**config.mk**
```make
export PLATFORM = sky130hd
export DESIGN_NAME = fft_mag_approx_fp
export DESIGN_NICKNAME = d
export VERILOG_FILES = /design/src/rtl/fft_mag_approx_fp.sv
export SDC_FILE = /design/constraint.sdc
export NUM_CORES = 1
export LEC_CHECK = 0
export ABC_AREA = 1
export BUFFER_PORTS_ARGS = -buffer_cell sky130_fd_sc_hd__buf_2
export CORE_ASPECT_RATIO = 1.5
export CORE_MARGIN = 2
export CORE_UTILIZATION = 65
export DETAILED_ROUTE_END_ITERATION = 12
export MAX_ROUTING_LAYER = met4
export PLACE_DENSITY_LB_ADDON = 0.05
export SETUP_SLACK_MARGIN = 0.5
export SLEW_MARGIN = 0
export SYNTH_ARGS = -nofsm -noshare
export SYNTH_HDL_FRONTEND = slang
export SYNTH_SLANG_ARGS = --single-unit
```
**constraint.sdc**
```tcl
create_clock -name clk -period 7.8 [get_ports clk]
set_clock_uncertainty 0.2 [all_clocks]
set_input_delay 1.17 -clock clk [delete_from_list [all_inputs] [get_ports clk]]
set_output_delay 1.17 -clock clk [all_outputs]
set_load 0.01 [all_outputs]
```
**src/rtl/fft_mag_approx_fp.sv**
```systemverilog
// rtl/fft_mag_approx_fp.sv - approximate FP32 magnitude max + min*2^-BETA_SHIFT, 3-stage pipeline with frame tagging
module fft_mag_approx_fp #(
    parameter int BETA_SHIFT = 2,
    parameter int FRAME_LEN  = 256
) (
    input  logic        clk,
    input  logic        rst_n,
    input  logic        valid_in,
    input  logic [31:0] max_in,
    input  logic [31:0] min_in,
    output logic        valid_out,
    output logic [31:0] mag_out,
    output logic        last_out,
    output logic        ovf_sticky
);
    localparam logic [11:0] LAST_BIN = 12'(FRAME_LEN - 1);
    localparam logic [7:0]  BETA     = 8'(BETA_SHIFT);

    logic unused_sign;
    assign unused_sign = max_in[31] ^ min_in[31];

    logic [11:0] bin_cnt_q, bin_cnt_d;

    logic        s1_valid_q, s1_last_q, s1_nan_q, s1_inf_q;
    logic [30:0] s1_big_q, s1_small_q;
    logic        s1_nan_d, s1_inf_d;
    logic [30:0] s1_big_d, s1_small_d;

    logic        s2_valid_q, s2_last_q, s2_nan_q, s2_inf_q;
    logic [7:0]  s2_exp_q, s2_exp_d;
    logic [23:0] s2_mb_q, s2_ms_q, s2_mb_d, s2_ms_d;

    logic        valid_out_q, last_out_q, ovf_q;
    logic [31:0] mag_q, res_d;
    logic        sat_d;

    assign bin_cnt_d = (bin_cnt_q == LAST_BIN) ? 12'd0 : bin_cnt_q + 12'd1;

    // Stage 1: decode, scale the min operand, order the pair by magnitude.
    // Zero is carried as all-zero exponent/mantissa so it sorts below any normal.
    always_comb begin
        logic [30:0] a_val, b_val;
        logic        a_nan, b_nan, a_inf, b_inf;
        a_nan      = (&max_in[30:23]) && (|max_in[22:0]);
        b_nan      = (&min_in[30:23]) && (|min_in[22:0]);
        a_inf      = (&max_in[30:23]) && !(|max_in[22:0]);
        b_inf      = (&min_in[30:23]) && !(|min_in[22:0]);
        s1_nan_d   = a_nan || b_nan;
        s1_inf_d   = !s1_nan_d && (a_inf || b_inf);
        a_val      = (max_in[30:23] == 8'd0) ? 31'd0 : max_in[30:0];
        b_val      = (min_in[30:23] <= BETA) ? 31'd0
                                             : {min_in[30:23] - BETA, min_in[22:0]};
        s1_big_d   = a_val;
        s1_small_d = b_val;
        if (b_val > a_val) begin
            s1_big_d   = b_val;
            s1_small_d = a_val;
        end
    end

    // Stage 2: align the smaller mantissa to the larger exponent (truncating).
    always_comb begin
        logic [7:0]  d;
        logic [23:0] ms_full;
        d        = s1_big_q[30:23] - s1_small_q[30:23];
        s2_exp_d = s1_big_q[30:23];
        s2_mb_d  = (s1_big_q[30:23] == 8'd0) ? 24'd0 : {1'b1, s1_big_q[22:0]};
        ms_full  = (s1_small_q[30:23] == 8'd0) ? 24'd0 : {1'b1, s1_small_q[22:0]};
        s2_ms_d  = (d >= 8'd24) ? 24'd0 : (ms_full >> d);
    end

    // Stage 3: add, renormalize on carry, saturate or substitute specials.
    always_comb begin
        logic [24:0] sum;
        logic [8:0]  e9;
        logic [22:0] man;
        sum = {1'b0, s2_mb_q} + {1'b0, s2_ms_q};
        if (sum[24]) begin
            e9  = {1'b0, s2_exp_q} + 9'd1;
            man = sum[23:1];
        end else begin
            e9  = {1'b0, s2_exp_q};
            man = sum[22:0];
        end
        sat_d = !s2_nan_q && !s2_inf_q && (e9 >= 9'd255);
        if (s2_nan_q)                  res_d = 32'h7FC0_0000;
        else if (s2_inf_q || sat_d)    res_d = 32'h7F80_0000;
        else                           res_d = {1'b0, e9[7:0], man};
    end

    always_ff @(posedge clk or negedge rst_n) begin
        if (!rst_n) begin
            bin_cnt_q   <= 12'd0;
            s1_valid_q  <= 1'b0;
            s1_last_q   <= 1'b0;
            s1_nan_q    <= 1'b0;
            s1_inf_q    <= 1'b0;
            s1_big_q    <= 31'd0;
            s1_small_q  <= 31'd0;
            s2_valid_q  <= 1'b0;
            s2_last_q   <= 1'b0;
            s2_nan_q    <= 1'b0;
            s2_inf_q    <= 1'b0;
            s2_exp_q    <= 8'd0;
            s2_mb_q     <= 24'd0;
            s2_ms_q     <= 24'd0;
            valid_out_q <= 1'b0;
            last_out_q  <= 1'b0;
            mag_q       <= 32'd0;
            ovf_q       <= 1'b0;
        end else begin
            if (valid_in) bin_cnt_q <= bin_cnt_d;
            s1_valid_q  <= valid_in;
            s1_last_q   <= valid_in && (bin_cnt_q == LAST_BIN);
            s1_nan_q    <= s1_nan_d;
            s1_inf_q    <= s1_inf_d;
            s1_big_q    <= s1_big_d;
            s1_small_q  <= s1_small_d;
            s2_valid_q  <= s1_valid_q;
            s2_last_q   <= s1_last_q;
            s2_nan_q    <= s1_nan_q;
            s2_inf_q    <= s1_inf_q;
            s2_exp_q    <= s2_exp_d;
            s2_mb_q     <= s2_mb_d;
            s2_ms_q     <= s2_ms_d;
            valid_out_q <= s2_valid_q;
            last_out_q  <= s2_valid_q && s2_last_q;
            if (s2_valid_q) mag_q <= res_d;
            if (s2_valid_q && sat_d) ovf_q <= 1'b1;
        end
    end

    assign valid_out  = valid_out_q;
    assign mag_out    = mag_q;
    assign last_out   = last_out_q;
    assign ovf_sticky = ovf_q;
endmodule

```
==> results.txt, run 1 <==
----------------------------------------------------
[Yosys]
  Mapped Nets ... 1637
  Total number of yosys warnings ... 0
  Synth async-reset ratio ... 100.0%
  Register area share after synthesis ... 39.00%
  Syn_area_per_cell ... 7.343 sq um
  Ranking of synthesized cells by area ... sky130_fd_sc_hd__dfrtp_1 (39%), sky130_fd_sc_hd__nand2_1 (13%), sky130_fd_sc_hd__ha_1 (7.4%)
  Main flop type after synthesis ... sky130_fd_sc_hd__dfrtp_1
  Synth Instances ... 1503
  Portion of synthesized cell area occupied by the leading cell type ... 39.00%
  Seq cells post-synth ... 172
  Yosys top cell by area ... sky130_fd_sc_hd__dfrtp_1
  Cell area after synthesis ... 11040 sq um
  EDFF count, synth ... 0
  Count of unique library cells instantiated by Yosys ... 57

[STA]
  Relative slew slack ... 38.96%
  Final hold violations ... 0
  Minimum setup slack in the final design ... 2.422 ns
  RSZ-0062 raised after global routing ... no
  Final critical-path share of the clock period ... 68.95%
  Final hold slack ... 0.1472 ns
  Final critical delay including setup and external delays ... 5.378 ns
  Final setup violation count ... 0
  Least-Margin Pin Slew ... 0.9157 ns
  Maximum clock rate ... 0.1859 GHz
  Summed negative setup slack over all endpoints ... 0 ns
  Number of slew-limit violations in the final report ... 0

[Detailed routing]
  Number of nets with antenna violations after detailed routing ... 0
  Vias ... 9894
  Vias per cell ... 5.506
  Wire length after detailed routing ... 26030 microns
  DR pass1 iterations ... 6
  Detailed-route wire length per cell ... 14.48 microns
  DRC violation count after routing ... 0
  Count of routing violations after the opening detailed-route iteration ... 692

[Critical path]
  Launching element type of the critical path ... input pin
  Classification of the worst setup path ... input pin to flop
  Endpoint class of the critical path ... flop
  Arrival time at the worst endpoint ... 5.43 ns
  Slowest stage cell on the critical path ... sky130_fd_sc_hd__clkinv_1
  Largest stage delay on the critical path ... 0.64 ns
  Crit-path cells ... buf_2, nor2_1, nand4_1, clkinv_1, nor2_1, ha_1, nand2_1, inv_1, nand4_1, o211ai_1, a21oi_1, nor2_1, o21ai_0, nand2_1, buf_4, nand2_2, buf_4, o21ai_0
  Most Frequent Cell on Critical Path ... sky130_fd_sc_hd__nor2_1
  Data required time at the worst endpoint ... 7.85 ns
  Maximum fanout count along the critical path ... 91

[Clock tree]
  Clock transition at the register clock pins on the worst setup and hold paths after CTS ... 0.07 ns
  Clock Path Buffers ... 2
  Clock tree from TritonCTS ... done
  Clock latency at the later pin of the worst-skew pair ... 0.42 ns
  Inserted Clock Buffers ... 17
  Number of sinks on the clock net ... 172
  Post CTS Setup Buffer Count ... 0
  PostCTS Resize Cnt ... 0
  Master cell of the clock root buffer ... sky130_fd_sc_hd__clkbuf_16
  CTS Hold Bufs ... 0
  CTS H-tree lvls ... 4

[Place]
  Total instance count after detailed placement ... 1767
  Global placer's final weighted congestion ... 0.9738
  Worst-case setup slack after placement ... 1.994 ns
  Sum of net half-perimeters after detailed placement ... 20260 microns
  Port-buffer cells ... 98

[Flow run]
  Total of max-cap violations ... 0

[Die]
  Standard cell core area ... 16690 sq um
  Num rows ... 58
  Effective utilization at floorplan ... 66.12%
  IO Count ... 102
  Horizontal die dimension ... 110.4 microns
  Die outline area ... 18060 sq um
  Vertical die dimension ... 163.6 microns

[Global routing]
  Met3 Usage GRT ... 4.310%
  Global-route track usage on met1 ... 34.73%
  First-pass GRT wire length ... 43330 microns
  Initial antenna violation count ... 0
  Total gr overflow ... 0
  Top Usage Layer GRT ... met2
  GRT Util Overall ... 31.31%
  Met2 Usage GRT ... 54.32%
  Largest net degree at the start of global routing ... 95
  Via count of the first global-routing pass ... 9567

[Finish]
  Fraction of layout instances using a drive strength above 1 ... 11.28%
  Number of diodes ... 0
  Area Growth Syn to Fin ... 10.52%
  Most common cell after layout, fill and taps aside ... sky130_fd_sc_hd__nand2_1
  Leading cell types in the layout, fill and taps excluded ... sky130_fd_sc_hd__nand2_1 (384), sky130_fd_sc_hd__inv_1 (199), sky130_fd_sc_hd__dfrtp_1 (172)
  Non-filler instance count after layout ... 1797
  Total Nets Final ... 1710

[Pwr]
  Pwr per Cell Area ... 271.5 nW/um^2
  Lkg Pwr ... 6.666 nW
  Largest vdd supply drop ... 0.0001643 V

[Status]
  Status ... completed

[Min path]
  Worst min-delay path category ... flop to flop

----------------------------------------------------
==> area by class of cell <==
| class | instances | area (sq um) |
|---|---|---|
| tap | 210 | 262.8 |
| sequential | 172 | 4304 |
| inverter | 205 | 769.5 |
| clock buffer | 18 | 439.2 |
| clock inverter | 12 | 138.9 |
| timing repair buffer | 105 | 549.3 |
| multi-input combinational | 1075 | 5734 |
| fill | 1370 | 4493 |
==> state kept, by name, indices dropped and copies added (netlist names) <==
signal,count
bin_cnt_q,12
last_out,1
mag_out,31
ovf_sticky,1
s1_big_q,31
s1_inf_q,1
s1_last_q,1
s1_nan_q,1
s1_small_q,31
s1_valid_q,1
s2_exp_q,8
s2_inf_q,1
s2_last_q,1
s2_mb_q,24
s2_ms_q,24
s2_nan_q,1
s2_valid_q,1
valid_out,1
==> synth_stat cells, drive strengths merged, types with 16 or more instances <==
library cell	instances
clkbuf	37
nand3	136
nor2	141
a21oi	72
inv	203
nand2	398
o21ai	105
nor4	16
dfrtp	172
xor2	19
ha	65
nand4	36
==> final timing paths <==
path / start / to / slack, ns / cells past startpoint
max reg2reg: s1_big_q[23] / s2_ms_q[2] / 4.03 / 11
min in group asynchronous: rst_n / mag_out[5] / 0.61 / 1
max in group asynchronous: rst_n / s1_big_q[19] / 5.35 / 2
max: min_in[28] / s1_big_q[0] / 2.42 / 18
min: s1_last_q / s2_last_q / 0.15 / 0
min reg2reg: s1_last_q / s2_last_q / 0.15 / 0
==> power breakdown <==
part	total, W	internal [W]	leakage (nW)	switching (W)
clock	0.000826	0.000480	0.277	0.000345
sequential	0.00115	0.00106	2.12	0.0000928
combinational	0.00134	0.000450	4.27	0.000887
==> worst max-delay path: cells and delay by family <==
kind	cells	cell delay, ns
compound gates	4	0.82
simple gates	8	1.44
fa+ha+maj	1	0.30
buf+inv	5	1.63
==> per-stage QoR <==
| step | area [sq um] | total power [W] | utilization (%) |
|---|---|---|---|
| 2_1_floorplan | 11040 | 0.002121 | - |
| 3_3_place_gp | 11620 | 0.002439 | 69.62 |
| 3_5_place_dp | 11620 | 0.002467 | 69.62 |
| 4_1_cts | 12200 | 0.003304 | 73.08 |
| 5_1_grt | 12200 | 0.003555 | 73.08 |
| 6_report | 12200 | 0.003312 | 73.08 |
==> layer usage <==
layer | routed length (microns) | part of all wire, %
met5 | 0 | 0
met4 | 1270 | 4.9
met3 | 918 | 3.5
met2 | 13450 | 52
met1 | 10390 | 40
==> kinds of logic (layout without fill, tap and decap cells) <==
kind of cell / count (synthesis) / count (layout) / synth area share [%]
fa+ha+maj: 67 / 67 / 7.732
other cells: 1 / 1 / 0.03398
simple gates: 751 / 751 / 29.75
compound gates: 211 / 211 / 10.51
flops: 172 / 172 / 39.00
mux: 12 / 12 / 1.088
xor+xnor: 33 / 33 / 2.823
buf+inv: 256 / 340 / 9.069
Power figures use the tool's default switching activity.
==> inputs of run 2 (changes only) <==
CORE_UTILIZATION = 61   (was 65)
clock period = 5.5 ns   (was 7.8 ns; I/O delays follow)
==> run 2 against run 1 <==
Hold slack gained 0.0020 ns. Register-to-register slack lost 2.1 ns. Setup slack lost 1.1 ns. Clock power grew 37%. Final cell count grew 0.61%. Die area grew 6.4%. Critical path depth shrank 3. First-iteration DRC count shrank 16%. Via count shrank 1.7%. Power grew 40%. Combinational power grew 41%. Critical endpoint is now s1_big_q[19]. Largest cell class unchanged. Largest power group unchanged.
==> results.txt, run 2 (synthesis results as in run 1) <==
----------------------------------------------------
[Critical path]
  Setup crit start ... min_in[26] (was min_in[28])
  Data required time at the worst endpoint ... 5.56 ns (was 7.85 ns)
  Launching element type of the critical path ... input pin (unchanged)
  Most Frequent Cell on Critical Path ... sky130_fd_sc_hd__nand4_1 (was sky130_fd_sc_hd__nor2_1)
  Maximum fanout count along the critical path ... 99 (was 91)
  Cell count of the worst reg-to-reg path ... 10 (was 11)
  Cell family with the largest share of critical-path delay ... simple AND/OR/NAND/NOR gates (was buffers and inverters)
  Largest stage delay on the critical path ... 0.50 ns (was 0.64 ns)
  Endpoint class of the critical path ... flop (unchanged)
  End of the worst register-to-register path ... s2_ms_q[0] (was s2_ms_q[2])
  Worst Setup EP ... s1_big_q[19] (was s1_big_q[0])
  Flop2flop setup slack ... 1.93 ns (was 4.03 ns)
  CP Buf/Inv Count ... 4 (was 5)
  Launch point of the worst reg-to-reg path ... s1_big_q[23] (unchanged)
  Arrival time at the worst endpoint ... 4.27 ns (was 5.43 ns)
  Crit-path cells ... buf_2, nor2_1, nand4_1, buf_4, clkinv_1, a21oi_1, ha_1, nand2_1, nor4_1, nand4_1, nor3_1, nand3_1, nand2_2, buf_12, o21ai_0 (was buf_2, nor2_1, nand4_1, clkinv_1, nor2_1, ha_1, nand2_1, inv_1, nand4_1, o211ai_1, a21oi_1, nor2_1, o21ai_0, nand2_1, buf_4, nand2_2, buf_4, o21ai_0)
  Slowest stage cell on the critical path ... sky130_fd_sc_hd__clkinv_1 (unchanged)
  Levels on crit path ... 15 (was 18)
  Classification of the worst setup path ... input pin to flop (unchanged)

[Global routing]
  Via count of the first global-routing pass ... 9428 (was 9567)
  Largest net degree at the start of global routing ... 100 (was 95)
  First-pass GRT wire length ... 42840 microns (was 43330 microns)
  GRT Util Overall ... 28.61% (was 31.31%)
  Total gr overflow ... 0 (unchanged)
  Initial antenna violation count ... 0 (unchanged)

[Detailed routing]
  Count of routing violations after the opening detailed-route iteration ... 578 (was 692)
  DR pass1 iterations ... 5 (was 6)
  Vias per cell ... 5.380 (was 5.506)
  Vias ... 9727 (was 9894)
  Number of nets with antenna violations after detailed routing ... 0 (unchanged)
  DRC violation count after routing ... 0 (unchanged)
  Wire length after detailed routing ... 25900 microns (was 26030 microns)
  Detailed-route wire length per cell ... 14.32 microns (was 14.48 microns)

[Pwr]
  Fraction of power spent switching nets ... 40.45% (was 40.03%)
  Largest vdd supply drop ... 0.0002300 V (was 0.0001643 V)
  Relative contribution of sequential cells to total power ... 35.0% (was 34.7%)
  Clock Power Share ... 24.4% (was 24.9%)
  Cell internal power dissipation ... 0.002770 W (was 0.001986 W)
  Lkg Pwr ... 6.674 nW (was 6.666 nW)
  Pwr per Cell Area ... 380.5 nW/um^2 (was 271.5 nW/um^2)
  NetSw ... 0.001881 W (was 0.001326 W)
  Gate power share ... 40.6% (was 40.4%)

[Die]
  Num rows ... 60 (was 58)
  Horizontal die dimension ... 113.8 microns (was 110.4 microns)
  Effective utilization at floorplan ... 61.77% (was 66.12%)
  Vertical die dimension ... 168.7 microns (was 163.6 microns)
  Die outline area ... 19210 sq um (was 18060 sq um)
  Standard cell core area ... 17870 sq um (was 16690 sq um)
  IO Count ... 102 (unchanged)

[STA]
  Final hold violations ... 0 (unchanged)
  Final critical delay including setup and external delays ... 4.207 ns
  RSZ-0062 raised after global routing ... no (unchanged)
  Final hold slack ... 0.1491 ns (was 0.1472 ns)
  Maximum clock rate ... 0.2377 GHz
  Final critical-path share of the clock period ... 76.50%
  Least-Margin Pin Slew ... 0.9960 ns (was 0.9157 ns)
  Relative slew slack ... 33.60% (was 38.96%)
  Summed negative setup slack over all endpoints ... 0 ns (unchanged)
  Final setup violation count ... 0 (unchanged)
  Number of slew-limit violations in the final report ... 0 (unchanged)

[Finish]
  Number of diodes ... 0 (unchanged)
  Most common cell after layout, fill and taps aside ... sky130_fd_sc_hd__nand2_1 (unchanged)
  Total Nets Final ... 1713 (was 1710)
  Fraction of layout instances using a drive strength above 1 ... 11.44% (was 11.28%)
  Layout Utilization ... 68.41% (was 73.08%)
  Multi-input combinational cell area ... 5734 sq um (unchanged)
  Leading cell types in the layout, fill and taps excluded ... sky130_fd_sc_hd__nand2_1 (384), sky130_fd_sc_hd__inv_1 (199), sky130_fd_sc_hd__dfrtp_1 (172) (unchanged)
  # fillers ... 1586 (was 1370)
  Area Growth Syn to Fin ... 10.75% (was 10.52%)
  Non-filler instance count after layout ... 1808 (was 1797)
  Register Area ... 4304 sq um (unchanged)

[Place]
  Port-buffer cells ... 98 (unchanged)
  Sum of net half-perimeters after detailed placement ... 20390 microns (was 20260 microns)
  Total instance count after detailed placement ... 1777 (was 1767)
  Global placer's final weighted congestion ... 0.9765 (was 0.9738)

[Min path]
  Worst min-delay path category ... flop to flop (unchanged)

[Clock tree]
  Master cell of the clock root buffer ... sky130_fd_sc_hd__clkbuf_16 (unchanged)
  Clock latency at the later pin of the worst-skew pair ... 0.42 ns (about the same)
  Post CTS Setup Buffer Count ... 0 (unchanged)
  CTS Hold Bufs ... 0 (unchanged)
  Inserted Clock Buffers ... 17 (unchanged)
  PostCTS Resize Cnt ... 0 (unchanged)
  Clock tree from TritonCTS ... done (unchanged)
  Clock Path Buffers ... 2 (unchanged)
  CTS H-tree lvls ... 4 (unchanged)
  Clock transition at the register clock pins on the worst setup and hold paths after CTS ... 0.07 ns (about the same)
  Number of sinks on the clock net ... 172 (unchanged)

[Status]
  Status ... completed (unchanged)

[Flow run]
  Total of max-cap violations ... 0 (unchanged)

----------------------------------------------------
run 2: power groups by stage:
stage	clock network (W)	registers [W]	logic, W
floorplan	0	0.00166	0.00135
global placement	0	0.00164	0.00184
detailed placement	0	0.00165	0.00186
CTS	0.00115	0.00163	0.00188
global route	0.00121	0.00165	0.00214
finish	0.00113	0.00163	0.00189
run 2: layer usage:
layer / up-vias / routed length (microns) / global-route usage [%]
met2: 259 / 13270 / 50.72
met3: 94 / 789 / 3.294
li1: 5016 / - / -
met1: 4358 / 10460 / 31.03
met5: - / 0 / -
met4: 0 / 1377 / 15.64
run 2: cell type report:
type | instances | area share [%]
Multi-Input combinational cell | 1075 | 46.91
Sequential cell | 172 | 35.21
Inverter | 205 | 6.295
Timing Repair Buffer | 108 | 4.780
Clock buffer | 18 | 3.511
Tap cell | 217 | 2.221
Clock inverter | 13 | 1.065
run 2: worst min-delay path by stage:
stage / depth (start not counted) / startpoint / slack, ns / end
5_1_grt: 0 / s1_nan_q / 0.15 / s2_nan_q
3_3_place_gp: 0 / s1_valid_q / 0.13 / s2_valid_q
6_report: 0 / s1_valid_q / 0.15 / s2_valid_q
2_1_floorplan: 0 / s1_inf_q / 0.13 / s2_inf_q
4_1_cts: 0 / s1_valid_q / 0.15 / s2_valid_q
3_5_place_dp: 0 / s1_valid_q / 0.14 / s2_valid_q
run 2: through the flow:
stage / total power [W] / cell area (sq um) / setup WS [ns]
after floorplan: 0.003009 / 11040 / 1.734
after global placement: 0.003477 / 11660 / 1.006
after detailed placement: 0.003506 / 11660 / 0.9406
after CTS: 0.004658 / 12220 / 1.384
after global routing: 0.004999 / 12220 / 1.046
final: 0.004651 / 12220 / 1.293
==> inputs of run 3 (changes only) <==
clock period = 4.3 ns   (was 5.5 ns; I/O delays follow)
==> run 3 against run 2 <==
Wire length is 1.7% lower. First-iteration DRC count is 9.3% lower. Utilization is 0.30 points higher. Hold slack worse by 0.15 ns. Highest routed layer unchanged.
==> results.txt, run 3 (synthesis results as in run 1) <==
----------------------------------------------------
[Critical path]
  Classification of the worst setup path ... input pin to flop (unchanged)
  Data required time at the worst endpoint ... 4.37 ns (was 5.56 ns)
  Maximum fanout count along the critical path ... 101 (was 99)
  Arrival time at the worst endpoint ... 3.73 ns (was 4.27 ns)
  Launching element type of the critical path ... input pin (unchanged)
  Endpoint class of the critical path ... flop (unchanged)

[Detailed routing]
  Wire length after detailed routing ... 25450 microns (was 25900 microns)
  Vias per cell ... 5.356 (was 5.380)
  Uppermost layer routed ... met4 (unchanged)
  Met2 routed WL ... 13400 microns (was 13270 microns)
  Count of routing violations after the opening detailed-route iteration ... 524 (was 578)
  Vias ... 9695 (was 9727)
  Total met3 wirelength after detailed routing ... 713 microns (was 789 microns)
  DRC violation count after routing ... 0 (unchanged)
  Detailed-routing wirelength on met1 ... 10440 microns (was 10460 microns)
  DR pass1 iterations ... 7 (was 5)
  Number of nets with antenna violations after detailed routing ... 0 (unchanged)
  Detailed-route wire length per cell ... 14.06 microns (was 14.32 microns)

[STA]
  Relative slew slack ... 36.94% (was 33.60%)
  Number of slew-limit violations in the final report ... 0 (unchanged)
  RSZ-0062 raised after global routing ... no (unchanged)
  Final critical delay including setup and external delays ... 3.655 ns
  Least-Margin Pin Slew ... 0.9459 ns (was 0.9960 ns)
  Final setup violation count ... 0 (unchanged)
  Maximum clock rate ... 0.2736 GHz
  Final critical-path share of the clock period ... 84.99%
  Final hold violations ... 0 (unchanged)
  Summed negative setup slack over all endpoints ... 0 ns (unchanged)

[Die]
  Effective utilization at floorplan ... 61.77% (unchanged)
  Standard cell core area ... 17870 sq um (unchanged)
  Die outline area ... 19210 sq um (unchanged)
  IO Count ... 102 (unchanged)
  Num rows ... 60 (unchanged)
  Horizontal die dimension ... 113.8 microns (unchanged)
  Vertical die dimension ... 168.7 microns (unchanged)

[Finish]
  Total Nets Final ... 1717 (was 1713)
  Most common cell after layout, fill and taps aside ... sky130_fd_sc_hd__nand2_1 (unchanged)
  # fillers ... 1586 (unchanged)
  Area Growth Syn to Fin ... 11.23% (was 10.75%)
  Leading cell types in the layout, fill and taps excluded ... sky130_fd_sc_hd__nand2_1 (384), sky130_fd_sc_hd__inv_1 (199), sky130_fd_sc_hd__dfrtp_1 (172) (unchanged)
  Fraction of layout instances using a drive strength above 1 ... 11.68% (was 11.44%)
  Number of diodes ... 0 (unchanged)

[Clock tree]
  Clock tree from TritonCTS ... done (unchanged)
  Clock transition at the register clock pins on the worst setup and hold paths after CTS ... 0.07 ns (about the same)
  Inserted Clock Buffers ... 17 (unchanged)
  Post CTS Setup Buffer Count ... 0 (unchanged)
  CTS H-tree lvls ... 4 (unchanged)
  Clock Path Buffers ... 2 (unchanged)
  CTS Hold Bufs ... 0 (unchanged)
  Master cell of the clock root buffer ... sky130_fd_sc_hd__clkbuf_16 (unchanged)
  Clock latency at the later pin of the worst-skew pair ... 0.42 ns (about the same)
  Number of sinks on the clock net ... 172 (unchanged)

[Global routing]
  Via count of the first global-routing pass ... 9121 (was 9428)
  Total gr overflow ... 0 (unchanged)
  Initial antenna violation count ... 0 (unchanged)
  GRT Util Overall ... 27.86% (was 28.61%)
  First-pass GRT wire length ... 41980 microns (was 42840 microns)
  Largest net degree at the start of global routing ... 102 (was 100)

[Place]
  Global placer's final weighted congestion ... 0.9403 (was 0.9765)
  Port-buffer cells ... 98 (unchanged)
  Sum of net half-perimeters after detailed placement ... 20470 microns (was 20390 microns)

[Pwr]
  Pwr per Cell Area ... 486.0 nW/um^2 (was 380.5 nW/um^2)
  Largest vdd supply drop ... 0.0003164 V (was 0.0002300 V)
  PnR Total Power ... 0.005967 W (was 0.004651 W)
  Lkg Pwr ... 6.696 nW (was 6.674 nW)

[Status]
  Status ... completed (unchanged)

[Flow run]
  Total of max-cap violations ... 0 (unchanged)

[Min path]
  Worst min-delay path category ... input pin to async pin (was flop to flop)

----------------------------------------------------
[run 3: area by class of cell]
class / count / area, sq um / share of cell area, %
clock buffer: 17 / 425.4 / 3.465
clock inverter: 12 / 141.4 / 1.152
inverter: 205 / 773.2 / 6.298
multi-input combinational: 1075 / 5734 / 46.71
sequential: 172 / 4304 / 35.06
tap: 217 / 271.5 / 2.212
timing repair buffer: 112 / 626.9 / 5.106
[run 3: per-stage QoR]
stage / setup slack, ns / std cells / hold WS [ns] / area, sq um / util [%]
detailed placement: 0.2461 / 1781 / 0.1465 / 11710 / 65.52
global route: 0.5033 / 1810 / 0.05357 / 12280 / 68.71
floorplan: 0.7141 / 1503 / 0.1312 / 11040 / -
finish: 0.6453 / 1810 / 0.003371 / 12280 / 68.71
CTS: 0.6902 / 1810 / 0.02276 / 12270 / 68.69
global placement: 0.2887 / 1781 / 0.1338 / 11710 / 65.52
[run 3: power by group]
part / internal [W] / switching, W
Combinational: 0.000835 / 0.00159
Clock: 0.000853 / 0.000611
Sequential: 0.00192 / 0.000166
Total: 0.00360 / 0.00236
[run 3: final timing paths]
check | cells past startpoint | from | end | slack (ns)
setup / recovery | 19 | max_in[30] | s1_big_q[0] | 0.65
hold / removal | 1 | rst_n | s2_ms_q[1] | 0.003
setup reg to reg | 15 | s1_big_q[23] | s2_ms_q[5] | 1.03
hold reg to reg | 0 | s1_valid_q | s2_valid_q | 0.15
max in group asynchronous | 2 | rst_n | bin_cnt_q[2] | 2.97
min in group clk | 0 | s1_valid_q | s2_valid_q | 0.15
[run 3: metal layers]
metal | track usage [%] | vias up
li1 | - | 5025
met1 | 30.54 | 4362
met2 | 50.95 | 247
met3 | 2.793 | 61
met4 | 11.93 | 0
met5 | - | -
[run 3: timing repair]
item / in CTS / in global routing
setup endpoints to repair: 0 / 62
gates resized for setup: 0 / 1
endpoints found under the hold margin: 0 / 0
[run 3: worst max-delay path, cell delays in order]
cell and delay (ns):
sky130_fd_sc_hd__buf_2 0.12, sky130_fd_sc_hd__inv_1 0.10, sky130_fd_sc_hd__nand4_1 0.11, sky130_fd_sc_hd__nor2_1 0.13, sky130_fd_sc_hd__buf_4 0.27, sky130_fd_sc_hd__inv_1 0.17, sky130_fd_sc_hd__nand2_1 0.13, sky130_fd_sc_hd__ha_1 0.23
sky130_fd_sc_hd__nand2_1 0.08, sky130_fd_sc_hd__o21ai_0 0.09, sky130_fd_sc_hd__nand4_1 0.09, sky130_fd_sc_hd__o211ai_1 0.09, sky130_fd_sc_hd__a21oi_1 0.31, sky130_fd_sc_hd__nor2_1 0.06, sky130_fd_sc_hd__o21ai_0 0.33, sky130_fd_sc_hd__nand2_1 0.14
sky130_fd_sc_hd__nand2_2 0.11, sky130_fd_sc_hd__buf_12 0.30, sky130_fd_sc_hd__o21ai_0 0.18
